[config.mk]
export PLATFORM = sky130hd
export DESIGN_NAME = ptp_bridge_tcam_rsp
export DESIGN_NICKNAME = d
export VERILOG_FILES = /design/src/rtl/ptp_bridge_tcam_rsp.sv
export SDC_FILE = /design/constraint.sdc
export NUM_CORES = 1
export LEC_CHECK = 0
export ABC_AREA = 1
export CAP_MARGIN = 5
export CORE_AREA = 4 4 326 328
export CTS_CLUSTER_SIZE = 24
export DETAILED_ROUTE_END_ITERATION = 6
export DIE_AREA = 0 0 330 332
export GPL_TIMING_DRIVEN = 0
export PLACE_DENSITY = 0.45
export SLEW_MARGIN = 20
export SYNTH_ARGS = -nofsm -noshare
export SYNTH_HDL_FRONTEND = slang
export SYNTH_SLANG_ARGS = --single-unit
[constraint.sdc]
create_clock -name clk -period 4.95 [get_ports clk]
set_input_delay 0.495 -clock clk [delete_from_list [all_inputs] [get_ports clk]]
set_output_delay 0.495 -clock clk [all_outputs]
set_load 0.03 [all_outputs]
[src/rtl/ptp_bridge_tcam_rsp.sv]
// Ternary lookup table with registered request capture and response stages.
// Latency: 2 cycles from request accept to tcam_rsp_tvalid, 1 lookup per cycle sustained.
// Backpressure: req_tready drops only when both stages hold data and rsp_tready=0.

package ptp_bridge_pkg;
  localparam int tuple_map_width   = 16;
  localparam int TCAM_RESULT_WIDTH = 8;
endpackage

module ptp_bridge_tcam_rsp #(
  parameter int KEY_WIDTH          = ptp_bridge_pkg::tuple_map_width,
  parameter int RESULT_WIDTH       = ptp_bridge_pkg::TCAM_RESULT_WIDTH,
  parameter int ENTRIES            = 16,
  parameter int USERMETADATA_WIDTH = 1,
  parameter int CHTID_WIDTH        = 1
) (
  input  logic                          clk,
  input  logic                          rst_n,
  input  logic                          tcam_req_tvalid,
  input  logic [CHTID_WIDTH-1:0]        tcam_req_tid,
  input  logic [KEY_WIDTH-1:0]          tcam_req_tuser_key,
  input  logic [USERMETADATA_WIDTH-1:0] tcam_req_tuser_usermetadata,
  output logic                          tcam_req_tready,
  output logic                          tcam_rsp_tvalid,
  output logic [CHTID_WIDTH-1:0]        tcam_rsp_tid,
  output logic [RESULT_WIDTH-1:0]       tcam_rsp_tuser_result,
  output logic                          tcam_rsp_tuser_found,
  output logic [USERMETADATA_WIDTH-1:0] tcam_rsp_tuser_usermetadata,
  input  logic                          tcam_rsp_tready,
  input  logic                          cfg_wr_en,
  input  logic [$clog2(ENTRIES)-1:0]    cfg_wr_idx,
  input  logic                          cfg_wr_vld,
  input  logic [KEY_WIDTH-1:0]          cfg_wr_key,
  input  logic [KEY_WIDTH-1:0]          cfg_wr_mask,
  input  logic [RESULT_WIDTH-1:0]       cfg_wr_result,
  input  logic                          cfg_clr,
  output logic [31:0]                   hit_cnt,
  output logic [31:0]                   miss_cnt
);

  typedef struct packed {
    logic [CHTID_WIDTH-1:0]        tid;
    logic [KEY_WIDTH-1:0]          key;
    logic [USERMETADATA_WIDTH-1:0] meta;
  } s1_dat_t;

  typedef struct packed {
    logic [CHTID_WIDTH-1:0]        tid;
    logic                          found;
    logic [RESULT_WIDTH-1:0]       result;
    logic [USERMETADATA_WIDTH-1:0] meta;
  } s2_dat_t;

  logic                    s1_vld_q, s1_vld_d, s2_vld_q, s2_vld_d;
  s1_dat_t                 s1_dat_q, s1_dat_d;
  s2_dat_t                 s2_dat_q, s2_dat_d;
  logic [ENTRIES-1:0]      tbl_vld_q, tbl_vld_d;
  logic [KEY_WIDTH-1:0]    tbl_key_q  [ENTRIES];
  logic [KEY_WIDTH-1:0]    tbl_key_d  [ENTRIES];
  logic [KEY_WIDTH-1:0]    tbl_mask_q [ENTRIES];
  logic [KEY_WIDTH-1:0]    tbl_mask_d [ENTRIES];
  logic [RESULT_WIDTH-1:0] tbl_res_q  [ENTRIES];
  logic [RESULT_WIDTH-1:0] tbl_res_d  [ENTRIES];
  logic [31:0]             hit_cnt_q, hit_cnt_d, miss_cnt_q, miss_cnt_d;

  logic                    req_acc, s1_adv, rsp_hs, cfg_wr_ok;
  logic                    lkp_found;
  logic [RESULT_WIDTH-1:0] lkp_result;

  // Ready depends only on stage occupancy and downstream ready, never on req_tvalid.
  assign tcam_req_tready = ~s1_vld_q | ~s2_vld_q | tcam_rsp_tready;
  assign req_acc         = tcam_req_tvalid & tcam_req_tready;
  assign s1_adv          = s1_vld_q & (~s2_vld_q | tcam_rsp_tready);
  assign rsp_hs          = s2_vld_q & tcam_rsp_tready;
  assign cfg_wr_ok       = cfg_wr_en & (32'(cfg_wr_idx) < ENTRIES);

  // Priority match on the S1 key against the current (pre-write) table; lowest index wins.
  always_comb begin
    lkp_found  = 1'b0;
    lkp_result = '0;
    for (int i = ENTRIES - 1; i >= 0; i--) begin
      if (tbl_vld_q[i] && (((s1_dat_q.key ^ tbl_key_q[i]) & tbl_mask_q[i]) == '0)) begin
        lkp_found  = 1'b1;
        lkp_result = tbl_res_q[i];
      end
    end
  end

  // Pipeline next state: S1 capture on accept, S2 load on advance, S2 holds while stalled.
  always_comb begin
    s1_vld_d = req_acc | (s1_vld_q & ~s1_adv);
    s1_dat_d = s1_dat_q;
    if (req_acc) begin
      s1_dat_d = '{tid: tcam_req_tid, key: tcam_req_tuser_key, meta: tcam_req_tuser_usermetadata};
    end
    s2_vld_d = s1_adv | (s2_vld_q & ~tcam_rsp_tready);
    s2_dat_d = s2_dat_q;
    if (s1_adv) begin
      s2_dat_d = '{tid: s1_dat_q.tid, found: lkp_found, result: lkp_result, meta: s1_dat_q.meta};
    end
  end

  // Table update: clear-all beats a simultaneous entry write; out-of-range index is dropped.
  always_comb begin
    tbl_vld_d  = tbl_vld_q;
    tbl_key_d  = tbl_key_q;
    tbl_mask_d = tbl_mask_q;
    tbl_res_d  = tbl_res_q;
    if (cfg_clr) begin
      tbl_vld_d = '0;
    end else if (cfg_wr_ok) begin
      tbl_vld_d[cfg_wr_idx]  = cfg_wr_vld;
      tbl_key_d[cfg_wr_idx]  = cfg_wr_key;
      tbl_mask_d[cfg_wr_idx] = cfg_wr_mask;
      tbl_res_d[cfg_wr_idx]  = cfg_wr_result;
    end
  end

  // Saturating hit/miss counters, one step per response handshake.
  always_comb begin
    hit_cnt_d  = hit_cnt_q;
    miss_cnt_d = miss_cnt_q;
    if (rsp_hs) begin
      if (s2_dat_q.found) begin
        if (hit_cnt_q != 32'hFFFF_FFFF) hit_cnt_d = hit_cnt_q + 32'd1;
      end else begin
        if (miss_cnt_q != 32'hFFFF_FFFF) miss_cnt_d = miss_cnt_q + 32'd1;
      end
    end
  end

  // Control state and response register; response data is cleared so found/result read 0 out of reset.
  always_ff @(posedge clk or negedge rst_n) begin
    if (!rst_n) begin
      s1_vld_q   <= 1'b0;
      s2_vld_q   <= 1'b0;
      s2_dat_q   <= '0;
      tbl_vld_q  <= '0;
      hit_cnt_q  <= '0;
      miss_cnt_q <= '0;
    end else begin
      s1_vld_q   <= s1_vld_d;
      s2_vld_q   <= s2_vld_d;
      s2_dat_q   <= s2_dat_d;
      tbl_vld_q  <= tbl_vld_d;
      hit_cnt_q  <= hit_cnt_d;
      miss_cnt_q <= miss_cnt_d;
    end
  end

  // Payload and table storage need no reset; their valid bits qualify them.
  always_ff @(posedge clk) begin
    s1_dat_q   <= s1_dat_d;
    tbl_key_q  <= tbl_key_d;
    tbl_mask_q <= tbl_mask_d;
    tbl_res_q  <= tbl_res_d;
  end

  assign tcam_rsp_tvalid             = s2_vld_q;
  assign tcam_rsp_tid                = s2_dat_q.tid;
  assign tcam_rsp_tuser_found        = s2_dat_q.found;
  assign tcam_rsp_tuser_result       = s2_dat_q.result;
  assign tcam_rsp_tuser_usermetadata = s2_dat_q.meta;
  assign hit_cnt                     = hit_cnt_q;
  assign miss_cnt                    = miss_cnt_q;

endmodule

==> run_results.csv, run 1 <==
group,metric,value,unit
outcome,status,"finished, final reports clean",
critical_path,reg2reg_depth,17,
grt,grt-ovfl-total,0,
critical_path,r2r-end,"tcam_rsp_tuser_result[6]$_DFFE_PN0P_",
clocking,clk_pin_slew_worst_paths,0.06,ns
power,pwr_density_cell,382,nW/um^2
detailed_routing,wl_met1,36.6,mm
sta,finalHoldViolations,0,
clocking,cts_tree,"done",
detailed_routing,highest_layer,"met5",
sta,final.min_clock_period,3.65,ns
critical_path,start_kind,"flip-flop",
floorplanning,io_pins,146,
detailed_routing,routedWlPerCell,20.2,um
sta,clock_skew,0.0242,ns
sta,fin_crit_sh,73.8,%
yosys,synth_nets,2613,
critical_path,cp.arrival,4.18,ns
run,cap_viol_max_count,0,
power,power.leakage,0.0139,uW
detailed_routing,drt_iter0_markers,1466,
power,total_power,14400,uW
sta,max_freq,274,MHz
critical_path,rrSetupSlack,1.30,ns
critical_path,r2r-start,"s1_dat_q[16]$_DFFE_PP_",
cells_and_area,final_net_count,2880,
detailed_routing,avgViaCountPerCell,4.57,
detailed_routing,postRouteAntennaNets,0,
cells_and_area,fillCellCount,10009,
clocking,ctsRootBufferMaster,"clkbuf_16",
placed_design,dp_hpwl,61.8,mm
sta,slew_headroom,31.2,%
clocking,cts_buffer_depth,3,
critical_path,worstSetupPathType,"flip-flop to flip-flop",
detailed_routing,firstDrtPassIters,5,
sta,setup-tns-final,0,ns
yosys,synth_top_flop_cell,"edfxtp_1",
yosys,synth_area,30800,sq um
sta,tightest_slew,1.02,ns
critical_path,path_max_fanout,10,
detailed_routing,routed-wl-met3,4.74,mm
yosys,async_reset_ff_share,12.4,%
clocking,clock_latency,0.65,ns
yosys,postSynthCellCount,2542,
yosys,ys_types,49,
floorplanning,coreArea,103000,sq um
floorplanning,fp.dieArea,110000,sq um
clocking,cts_max_level,3,
floorplanning,num_rows,118,
clocking,cts_setup_buffers,0,
cells_and_area,regArea,22100,sq um
placed_design,detailed_place.area,34900,sq um
placed_design,gp_congestion,0.834,
clocking,clock_sinks,751,
grt,grtUsageTotal,15.5,%
floorplanning,die_h,332,um
floorplanning,start_util,29.8,%
yosys,synth_edf_count,658,
power,peakVddDrop,0.000237,V
min_path,min_path_type,"input pin to flip-flop",
grt,antenna_found_initial,6,
critical_path,crit_path_start,"s1_dat_q[16]$_DFFE_PP_",
clocking,cts_resized,0,
grt,grt_max_degree,52,
cells_and_area,final_cell_area,37700,sq um
cells_and_area,drive_above_1_share,10.4,%
sta,rsz0062_at_grt,"no",
grt,grt_pass1_wl,126,mm
yosys,seq_area_frac_synth,71.8,%
placed_design,io_buffers,144,
detailed_routing,drc,0,
grt,grt_pass1_vias,19459,
critical_path,worstPathRequired,5.48,ns
yosys,synth_seq_cells,751,
sta,drv_slew,0,
clocking,cts_buffers,88,
yosys,synth_area_per_cell,12.1,sq um
detailed_routing,vias,19464,
sta,setup_viol,0,
floorplanning,dieWidth,330,um
cells_and_area,areaGrowthSynthToFinish,22.4,%
detailed_routing,routed_wl,86.0,mm
yosys,ys_warn_count,0,
cells_and_area,multi_input_area,7850,sq um
detailed_routing,met2_wirelength,42.3,mm
critical_path,critPathCapture,"tcam_rsp_tuser_result[6]$_DFFE_PN0P_",
critical_path,cp-end-kind,"flip-flop",
-- layout by cell type (no fill, tap or decap), types with 75 or more instances in the layout --
master           netlist  routed
a21oi_1               75      75
clkbuf_16              0      89
clkdlybuf4s50_1        0     143
dfrtp_1               93      93
edfxtp_1             658     658
inv_1                146     146
nand2_1              623     623
nand3_1              171     171
nor2_1               231     214
o21ai_0               90      90
xor2_1                78      78
-- logic make-up (layout without fill, tap and decap cells) --
family | Yosys count | after routing | share of synthesized area [%]
compound gates | 202 | 202 | 3.48
xor+xnor | 100 | 100 | 2.85
fa+ha+maj | 2 | 2 | 0.0813
buf+inv | 210 | 543 | 3.15
flops | 751 | 751 | 71.8
mux | 1 | 1 | 0.0325
other cells | 0 | 3 | 0
simple gates | 1276 | 1276 | 18.6
-- registers in the layout (all words and copies together), names as in the netlist --
| register | flops |
|---|---|
| tbl_key_q | 256 |
| tbl_mask_q | 256 |
| tbl_res_q | 128 |
| hit_cnt | 32 |
| miss_cnt | 32 |
| s1_dat_q | 18 |
| tbl_vld_q | 16 |
| tcam_rsp_tuser_result | 8 |
| s1_vld_q | 1 |
| tcam_rsp_tid | 1 |
| tcam_rsp_tuser_found | 1 |
| tcam_rsp_tuser_usermetadata | 1 |
| tcam_rsp_tvalid | 1 |
-- layout make-up --
cell class / instances / share of cell area (%)
flip-flops and latches: 751 / 58.6
multi-input cells: 1581 / 20.8
clock buffers: 117 / 6.32
repair buffers: 177 / 5.97
well taps: 1380 / 4.58
inverters: 156 / 1.55
clock inverters: 39 / 1.07
plain buffers: 54 / 1.02
diodes: 3 / 0.0199
-- metal layers --
| metal | track usage [%] | up-vias |
|---|---|---|
| met1 | 20.1 | 9491 |
| met4 | 4.58 | 6 |
| met2 | 26.6 | 456 |
| li1 | - | 9374 |
| met3 | 2.81 | 137 |
| met5 | 0 | - |
-- worst max-delay path, cell delays in order, from the launching register on --
cell      delay [ns]
edfxtp_1        0.43
buf_2           0.24
or2_2           0.32
nand3_1         0.07
nand4_1         0.22
nor4_1          0.90
nand2_1         0.36
buf_2           0.31
nand2_1         0.07
nor2_1          0.04
nand2_1         0.09
nand2_1         0.08
nand2_1         0.07
nand2_1         0.08
nand2_1         0.07
nand2_1         0.06
nand2_1         0.06
nand2_1         0.05
-- worst min-delay path by stage --
stage	from	end	cells after the start
after detailed placement	s1_dat_q[0]$_DFFE_PP_	tcam_rsp_tuser_usermetadata$_DFFE_PN0P_	2
after floorplan	rst_n	hit_cnt[0]$_DFFE_PN0P_	0
after CTS	cfg_wr_vld	tbl_vld_q[3]$_DFFE_PN0P_	3
final	cfg_wr_vld	tbl_vld_q[3]$_DFFE_PN0P_	3
after global routing	cfg_wr_vld	tbl_vld_q[2]$_DFFE_PN0P_	3
after global placement	s1_dat_q[0]$_DFFE_PP_	tcam_rsp_tuser_usermetadata$_DFFE_PN0P_	2
-- cell usage after synthesis (3+ instances only) --
library cell	n	area, sq um
a21oi_1	75	375
a221oi_1	3	26.3
a31oi_1	7	43.8
and3_1	3	18.8
buf_2	25	125
buf_4	6	45.0
buf_6	17	191
clkbuf_1	6	22.5
dfrtp_1	93	2330
edfxtp_1	658	19800
inv_1	146	548
inv_2	9	33.8
nand2_1	623	2340
nand2_2	6	37.5
nand3_1	171	856
nand3_2	4	40.0
nand3b_1	5	37.5
nand4_1	43	269
nor2_1	231	867
nor2_2	14	87.6
nor2_4	4	45.0
nor3_1	36	180
nor4_1	17	106
nor4_2	4	50.1
o21ai_0	90	450
o21ai_1	9	45.0
o22ai_1	10	62.6
or2_0	6	37.5
or2_1	65	407
or2_2	30	188
xnor2_1	22	193
xor2_1	78	683
-- report_power, final --
part           switching (uW)  leakage [uW]  total, uW  internal (uW)
Sequential                123       0.00716       7160           7040
Clock                    2570       0.00135       6260           3690
Combinational             631       0.00534        963            332
Total                    3330        0.0139      14400          11100
-- per-stage QoR --
| step | utilization (%) | setup slack, ns | instances | hold WS, ns |
|---|---|---|---|---|
| after floorplan | - | 1.84 | 2542 | 0.199 |
| after global placement | 32.9 | -0.871 | 4066 | 0.435 |
| after detailed placement | 33.8 | 1.12 | 4098 | 0.431 |
| after CTS | 36.5 | 1.10 | 4255 | 0.188 |
| after global routing | 36.5 | 0.997 | 4255 | 0.225 |
| final | 36.5 | 1.30 | 4258 | 0.223 |
-- what timing repair did --
item,in CTS,in global routing
hold buffers,1,0
setup endpoints to repair,0,0
hold endpoints to repair,42,0
No activity file was read; power rests on OpenSTA's default activity.
==> inputs of run 2 (changes only) <==
- clock period: 4.95 -> 3.55 ns (I/O delays scaled with it)
==> run_results.csv, run 2 (synthesis gave the netlist of run 1 again) <==
group,metric,value,unit
cells_and_area,areaGrowthSynthToFinish,22.5,%
cells_and_area,final_cell_mix,"edfxtp_1 (658), nand2_1 (623), nor2_1 (214)",
grt,antenna_found_initial,6,
sta,finalHoldViolations,0,
clocking,cts_buffer_depth,3,
clocking,cts_buffers,88,
floorplanning,num_rows,118,
critical_path,worstSetupPathType,"flip-flop to flip-flop",
min_path,min_path_type,"input pin to flip-flop",
outcome,status,"finished, final reports clean",
detailed_routing,drc,0,
placed_design,place_inst,4098,
clocking,clk_pin_slew_worst_paths,0.06,ns
detailed_routing,routedWlPerCell,20.2,um
grt,grt-ovfl-total,0,
sta,tightest_slew,0.908,ns
detailed_routing,vias,19485,
sta,fin_crit_sh,94.4,%
critical_path,worstPathRequired,4.08,ns
sta,clock_skew,0.0232,ns
grt,grtUsageTotal,15.5,%
placed_design,gp_congestion,0.834,
sta,setup_viol,0,
run,cap_viol_max_count,0,
placed_design,io_buffers,144,
critical_path,cp-end-kind,"flip-flop",
cells_and_area,final_cells,4258,
grt,grt_pass1_wl,126,mm
cells_and_area,multi_input_area,7860,sq um
detailed_routing,postRouteAntennaNets,0,
detailed_routing,avgViaCountPerCell,4.58,
clocking,cts_setup_buffers,0,
cells_and_area,drive_above_1_share,10.5,%
clocking,cts_tree,"done",
critical_path,cp.arrival,3.88,ns
floorplanning,io_pins,146,
power,power.leakage,0.0139,uW
floorplanning,fp.dieArea,110000,sq um
cells_and_area,fillCellCount,10008,
critical_path,path_max_fanout,10,
cells_and_area,final_net_count,2880,
power,pwr_density_cell,532,nW/um^2
clocking,clock_sinks,751,
clocking,clock_latency,0.65,ns
sta,slew_headroom,39.3,%
critical_path,start_kind,"flip-flop",
cells_and_area,final_cell_area,37700,sq um
cells_and_area,final_common_cell,"edfxtp_1",
grt,grt_max_degree,52,
placed_design,detailed_place.area,34900,sq um
sta,rsz0062_at_grt,"no",
cells_and_area,top_regs,"tbl_key_q: 256 flops, tbl_mask_q: 256 flops, tbl_res_q: 128 flops",
detailed_routing,drt_iter0_markers,1475,
floorplanning,start_util,29.8,%
clocking,cts_max_level,3,
floorplanning,coreArea,103000,sq um
sta,final.min_clock_period,3.35,ns
floorplanning,dieWidth,330,um
clocking,ctsRootBufferMaster,"clkbuf_16",
grt,grt_pass1_vias,19440,
placed_design,dp_hpwl,61.8,mm
detailed_routing,firstDrtPassIters,5,
cells_and_area,regArea,22100,sq um
power,peakVddDrop,0.000330,V
detailed_routing,routed_wl,86.0,mm
floorplanning,die_h,332,um
sta,drv_slew,0,
sta,max_freq,298,MHz
[run 2: cell count changes in the layout (fill, tap and decap cells not counted)]
cell	before	now
a211oi_2	0	1
a211oi_1	2	1
nor4_1	16	15
nor4_2	5	6
[run 2: report_power, final]
part           switching (uW)  internal, uW  total (uW)
combinational             881           463        1340
clock                    3580          5150        8730
sequential                172          9820        9990
total                    4630         15400       20100
[run 2: area by class of cell]
class                      count  share of cell area (%)
antenna                        3                  0.0199
inverter                     156                    1.55
clock inverter                39                    1.07
buffer                        54                    1.02
timing repair buffer         177                    5.97
sequential                   751                    58.6
clock buffer                 117                    6.32
tap                         1380                    4.58
multi-input combinational   1581                    20.9
[run 2: repair_timing]
action                                  4_1_cts  5_1_grt
resized for setup                             2        1
endpoints found under the hold margin        45        0
gates cloned                                  0        0
endpoints found under the setup margin        8        1
hold buffers                                  1        0
[run 2: metal layers]
metal	up-vias	global-route usage, %	share of wire (%)
met5	-	0	0.050
met4	6	4.24	2.5
met3	135	2.81	5.6
met2	475	26.7	49
met1	9497	20.1	42
li1	9372	-	-
[run 2: final timing paths]
| check | from | to | slack, ns | cells past startpoint |
|---|---|---|---|---|
| max reg2reg | s1_dat_q[15]$_DFFE_PP_ | tcam_rsp_tuser_result[0]$_DFFE_PN0P_ | 0.20 | 13 |
| min in group asynchronous | rst_n | miss_cnt[13]$_DFFE_PN0P_ | 0.20 | 2 |
| min | cfg_wr_vld | tbl_vld_q[3]$_DFFE_PN0P_ | 0.09 | 3 |
| min reg2reg | s1_dat_q[0]$_DFFE_PP_ | tcam_rsp_tuser_usermetadata$_DFFE_PN0P_ | 0.44 | 2 |
| max | s1_dat_q[15]$_DFFE_PP_ | tcam_rsp_tuser_result[0]$_DFFE_PN0P_ | 0.20 | 13 |
| max in group asynchronous | rst_n | tbl_vld_q[10]$_DFFE_PN0P_ | 2.71 | 3 |
[run 2: through the flow]
stage | hold WS (ns) | total power, uW | TNS (ns) | util [%] | setup WS, ns
after floorplan | 0.0594 | 10800 | 0 | - | 0.578
after global placement | 0.435 | 11500 | -1368.48 | 32.9 | -2.13
after detailed placement | 0.303 | 11500 | -3.14 | 33.8 | -0.276
after CTS | 0.0476 | 20300 | 0 | 36.5 | 0.0223
after global routing | 0.0850 | 20800 | 0 | 36.5 | 0.0358
final | 0.0879 | 20100 | 0 | 36.5 | 0.198
[run 2: critical path: stages, from the launching register on]
cell and delay [ns]:
edfxtp_1 0.36, buf_2 0.24, buf_6 0.21, or2_1 0.23, nand3_1 0.09, nand4_1 0.25, nor4_2 0.66, nand2_1 0.24
nor2_1 0.48, a21oi_1 0.17, nand2_1 0.11, nand2_1 0.06, nand2_1 0.07, nand2_1 0.05
